`config.mk`:
```
export PLATFORM = sky130hd
export DESIGN_NAME = uart_rx
export DESIGN_NICKNAME = d
export VERILOG_FILES = /design/src/rtl/uart_rx.sv
export SDC_FILE = /design/constraint.sdc
export NUM_CORES = 1
export LEC_CHECK = 0
export ABC_AREA = 0
export BUFFER_PORTS_ARGS = -buffer_cell sky130_fd_sc_hd__buf_2
export CORE_ASPECT_RATIO = 1.4
export CORE_MARGIN = 2
export CORE_UTILIZATION = 59
export DETAILED_ROUTE_END_ITERATION = 10
export PLACE_DENSITY = 0.86
export SETUP_SLACK_MARGIN = 0.4
export SLEW_MARGIN = 20
export SYNTH_ARGS = -nofsm -noshare
export SYNTH_HDL_FRONTEND = slang
export SYNTH_SLANG_ARGS = --single-unit
```
`constraint.sdc`:
```
create_clock -name clk -period 2.57 [get_ports clk]
set_input_delay 0.6425 -clock clk [delete_from_list [all_inputs] [get_ports clk]]
set_output_delay 0.6425 -clock clk [all_outputs]
set_load 0.03 [all_outputs]
```
`src/rtl/uart_rx.sv`:
```
// 8N1 UART receiver: 2-flop RX synchroniser, start-edge detect, mid-bit sampling, LSB-first assembly.
// Byte is presented one cycle after the stop sample; rdy is held until clr_rdy or the next start edge.
module uart_rx #(
  parameter int BAUD_CNT = 2604
) (
  input  logic       clk,
  input  logic       rst_n,
  input  logic       RX,
  input  logic       clr_rdy,
  output logic [7:0] rx_data,
  output logic       rdy,
  output logic       frm_err
);

  localparam logic [11:0] LP_HALF = 12'(BAUD_CNT / 2);
  localparam logic [11:0] LP_FULL = 12'(BAUD_CNT - 1);

  typedef enum logic [1:0] {IDLE, START, DATA, STOP} state_t;

  state_t      r_state, w_state_nxt;
  logic [11:0] r_baud_cnt, w_baud_nxt;
  logic [3:0]  r_bit_cnt, w_bit_nxt;
  logic [7:0]  r_shift, w_shift_nxt;
  logic [7:0]  r_rx_data, w_rx_data_nxt;
  logic        r_rdy, w_rdy_nxt;
  logic        r_frm_err, w_frm_err_nxt;
  logic        r_rx_ff1, r_rx_sync, r_rx_prev;
  logic        w_start, w_baud_zero, w_set_rdy, w_start_clr;

  assign w_start     = r_rx_prev & ~r_rx_sync;
  assign w_baud_zero = (r_baud_cnt == 12'd0);

  always_comb begin
    w_state_nxt   = r_state;
    w_baud_nxt    = r_baud_cnt;
    w_bit_nxt     = r_bit_cnt;
    w_shift_nxt   = r_shift;
    w_rx_data_nxt = r_rx_data;
    w_frm_err_nxt = r_frm_err;
    w_set_rdy     = 1'b0;
    w_start_clr   = 1'b0;
    case (r_state)
      IDLE: begin
        if (w_start) begin
          w_baud_nxt  = LP_HALF;
          w_bit_nxt   = 4'd0;
          w_start_clr = 1'b1;
          w_state_nxt = START;
        end
      end
      START: begin
        if (!w_baud_zero) begin
          w_baud_nxt = r_baud_cnt - 12'd1;
        end else if (r_rx_sync) begin
          // Line went back high before mid-start: treat as a glitch.
          w_state_nxt = IDLE;
        end else begin
          w_baud_nxt  = LP_FULL;
          w_state_nxt = DATA;
        end
      end
      DATA: begin
        if (!w_baud_zero) begin
          w_baud_nxt = r_baud_cnt - 12'd1;
        end else begin
          w_shift_nxt = {r_rx_sync, r_shift[7:1]};
          w_bit_nxt   = r_bit_cnt + 4'd1;
          w_baud_nxt  = LP_FULL;
          if (r_bit_cnt == 4'd7) w_state_nxt = STOP;
        end
      end
      STOP: begin
        if (!w_baud_zero) begin
          w_baud_nxt = r_baud_cnt - 12'd1;
        end else begin
          w_rx_data_nxt = r_shift;
          w_frm_err_nxt = ~r_rx_sync;
          w_set_rdy     = 1'b1;
          w_state_nxt   = IDLE;
        end
      end
      default: w_state_nxt = IDLE;
    endcase

    // A completing frame beats a simultaneous consumer clear.
    w_rdy_nxt = r_rdy;
    if (w_set_rdy)                    w_rdy_nxt = 1'b1;
    else if (w_start_clr || clr_rdy)  w_rdy_nxt = 1'b0;
  end

  always_ff @(posedge clk) begin
    if (!rst_n) begin
      r_state    <= IDLE;
      r_baud_cnt <= 12'd0;
      r_bit_cnt  <= 4'd0;
      r_shift    <= 8'h00;
      r_rx_data  <= 8'h00;
      r_rdy      <= 1'b0;
      r_frm_err  <= 1'b0;
      r_rx_ff1   <= 1'b1;
      r_rx_sync  <= 1'b1;
      r_rx_prev  <= 1'b1;
    end else begin
      r_state    <= w_state_nxt;
      r_baud_cnt <= w_baud_nxt;
      r_bit_cnt  <= w_bit_nxt;
      r_shift    <= w_shift_nxt;
      r_rx_data  <= w_rx_data_nxt;
      r_rdy      <= w_rdy_nxt;
      r_frm_err  <= w_frm_err_nxt;
      r_rx_ff1   <= RX;
      r_rx_sync  <= r_rx_ff1;
      r_rx_prev  <= r_rx_sync;
    end
  end

  assign rx_data = r_rx_data;
  assign rdy     = r_rdy;
  assign frm_err = r_frm_err;

endmodule

```
==> flow_metrics.py <==
metrics = {
    "setup_path": {
        "worstSetupPathType": "register to register",
        "cp_max_fo": 9,
        "required_ns": 2.75,
        "reg2reg_slack_ns": 0.51,
        "worstPathCellList": "or4_1 > nor4_4 > buf_4 > mux2i_1 > nor2b_1",
        "r2r-end": "r_shift[6]",
        "start_kind": "register",
        "crit_path_end_kind": "register",
        "crit_arrival_ns": 2.24,
        "r2r_cells": 5,
        "slowest_stage": "or4_1",
        "max_stage_delay_ns": 0.66,
        "worst_r2r_startpoint": "r_baud_cnt[2]",
    },
    "cts": {
        "cts_buffer_depth": 2,
        "path_clk_slew_ns": 0.07,
        "worstSkewPairLatency_ns": 0.29,
        "cts.sinks": 39,
        "root_buffer": "clkbuf_8",
        "htreeDepth": 2,
        "postCtsHoldBufs": 0,
        "cts_buffers": 5,
        "tritoncts": "built",
    },
    "logic_synthesis": {
        "synthCells": 236,
        "async_flop_share": 0,
        "synth_largest_area_cell": "dfxtp_1",
        "syn_area_sq_um": 2090,
        "ys_top_cells_by_count": "39 x dfxtp_1, 25 x nand2_1, 16 x nor2_1",
        "synthFlopType": "dfxtp_1",
        "synth-seq-cells": 39,
        "synthTopCellsByArea": "dfxtp_1 37%, nand2_1 4.5%, ha_1 4.2%",
        "synth.most_common_cell": "dfxtp_1",
        "ys_seq_area_frac": 0.373,
        "avgSynthCellArea_sq_um": 8.87,
        "synth.distinct_cells": 50,
        "yosysWarnings": 0,
        "synth_fp_nets": 247,
        "synth_edf_count": 0,
        "synth_top_area_frac": 0.373,
    },
    "timing": {
        "rsz0062_at_grt": "true",
        "hold_violations": 0,
        "tns_ns": 0,
        "period_share": 0.800,
        "max-slew-margin-rel": 0.718,
        "fin_skew_ns": 0.00534,
        "max_slew.worst_pin.slew_ns": 0.421,
        "fmax_mhz": 486,
        "period_needed_ns": 2.06,
        "drv_slew": 0,
        "timing.hold.ws_ns": 0.410,
        "setup_viol": 0,
    },
    "detailed_routing": {
        "wl_mm": 4.39,
        "ant_nets": 0,
        "drc": 0,
        "dr.pass1.iters": 4,
        "vias": 1814,
        "avgRoutedWirePerCell_um": 15.0,
        "drtIter0Drc": 64,
        "avgViaCountPerCell": 6.19,
    },
    "floorplanning": {
        "coreArea_sq_um": 3380,
        "boundaryPins": 14,
        "start_util": 0.620,
        "die_w_um": 54.3,
        "fp.dieH_um": 74.5,
        "die_area_sq_um": 4050,
        "rows": 25,
    },
    "layout": {
        "fin_area_sq_um": 2310,
        "drive_above_1_share": 0.166,
        "antenna_cells": 0,
        "synthToLayoutAreaGrowth_pct": 10.5,
        "final_cells": 293,
        "nets": 264,
    },
    "worst_hold_path": {
        "holdCritPathClass": "register to register",
        "hp-start": "r_rx_ff1",
        "worst_hold_path.num_cells": 1,
        "hold_end": "r_rx_sync",
    },
    "placement": {
        "place_area_sq_um": 2190,
        "post-place-cells": 284,
        "portBuffers": 13,
        "place_congestion": 0.930,
        "hpwl_mm": 3.26,
    },
    "global_routing": {
        "grt_pass1_vias": 1756,
        "grt_max_degree": 18,
        "grt_pass1_wl_mm": 7.56,
        "track_usage": 0.256,
        "antenna_found_initial": 0,
        "grt-ovfl-total": 0,
    },
    "power": {
        "power.density_nw_per_um2": 1010,
        "leakagePower_nw": 0.892,
        "ir_drop_mv": 0.737,
    },
    "flow_run": {
        "drv_cap": 0,
    },
    "run_status": {
        "outcome": "completed",
    },
}
-- cells in the final DEF, fill, tap and decap left out, drive strengths merged, types with 6 or more instances in the layout --
| master | count |
|---|---|
| a21boi | 9 |
| nor2 | 17 |
| buf | 24 |
| mux2i | 8 |
| inv | 8 |
| clkbuf | 6 |
| o21ai | 9 |
| nor2b | 11 |
| a21oi | 6 |
| ha | 7 |
| nand3 | 12 |
| dfxtp | 39 |
| nand2 | 25 |
-- metal layers --
metal	global-route usage	wire, um	part of all wire	vias to the layer above
met5	0	0	0	-
met4	0.133	107	0.024	0
met3	0.0542	137	0.031	12
met2	0.462	2330	0.53	38
met1	0.266	1810	0.41	874
li1	-	-	-	890
-- what timing repair did --
action                                  4_1_cts  5_1_grt
resized for setup                             0        3
endpoints found under the setup margin        0       24
buffers inserted                              0        2
-- logic make-up (layout without fill, tap and decap cells) --
family | Yosys count | in the layout | share of synthesized area
adder cells (fa/ha/maj) | 7 | 7 | 0.0418
XOR/XNOR | 3 | 3 | 0.0126
multiplexers | 8 | 8 | 0.0383
buffers and inverters | 22 | 39 | 0.0574
AND/OR/NAND/NOR | 100 | 100 | 0.277
flip-flops | 39 | 39 | 0.373
AO/OA/AOI/OAI | 57 | 57 | 0.200
-- worst max path at each step --
stage / cells after the start / startpoint / to
6_report: 5 / r_baud_cnt[2] / r_shift[6]
5_1_grt: 7 / r_state[0] / r_baud_cnt[11]
4_1_cts: 6 / r_baud_cnt[6] / r_state[0]
3_5_place_dp: 6 / r_baud_cnt[6] / r_state[0]
3_3_place_gp: 6 / r_baud_cnt[6] / r_state[0]
2_1_floorplan: 7 / r_baud_cnt[6] / frm_err
-- cell type report --
type                            count  area [sq um]
Clock buffer                        6          72.6
Clock inverter                      1          30.0
Fill cell                         275          1070
Inverter                            8          30.0
Multi-Input combinational cell    175          1200
Sequential cell                    39           781
Tap cell                           40          50.0
Timing Repair Buffer               24           148
-- flip-flops by register name, summed over array words and instances (netlist names), named ones only --
register	cells
r_baud_cnt	12
r_shift	8
rx_data	8
r_bit_cnt	4
frm_err	1
r_rx_ff1	1
r_rx_prev	1
r_rx_sync	1
r_state	1
rdy	1
-- through the flow --
step | util | power, mW | setup slack, ns
6_report | 0.684 | 2.33 | 0.513
4_1_cts | 0.677 | 2.27 | 0.448
3_5_place_dp | 0.647 | 1.78 | 0.452
2_1_floorplan | - | 1.54 | 0.633
3_3_place_gp | 0.647 | 1.76 | 0.503
5_1_grt | 0.684 | 2.49 | 0.371
-- worst max-delay path: cells and delay by family (launching register included) --
family | cells | cell delay [ns]
buffers and inverters | 1 | 0.27
DFF | 1 | 0.39
muxes | 1 | 0.21
and+or+nand+nor | 3 | 1.07
-- power breakdown --
part	switching, mW	total (mW)	internal, mW
Clock	0.204	0.488	0.284
Combinational	0.639	1.09	0.448
Sequential	0.0918	0.754	0.662
No activity file was read; power rests on OpenSTA's default activity.
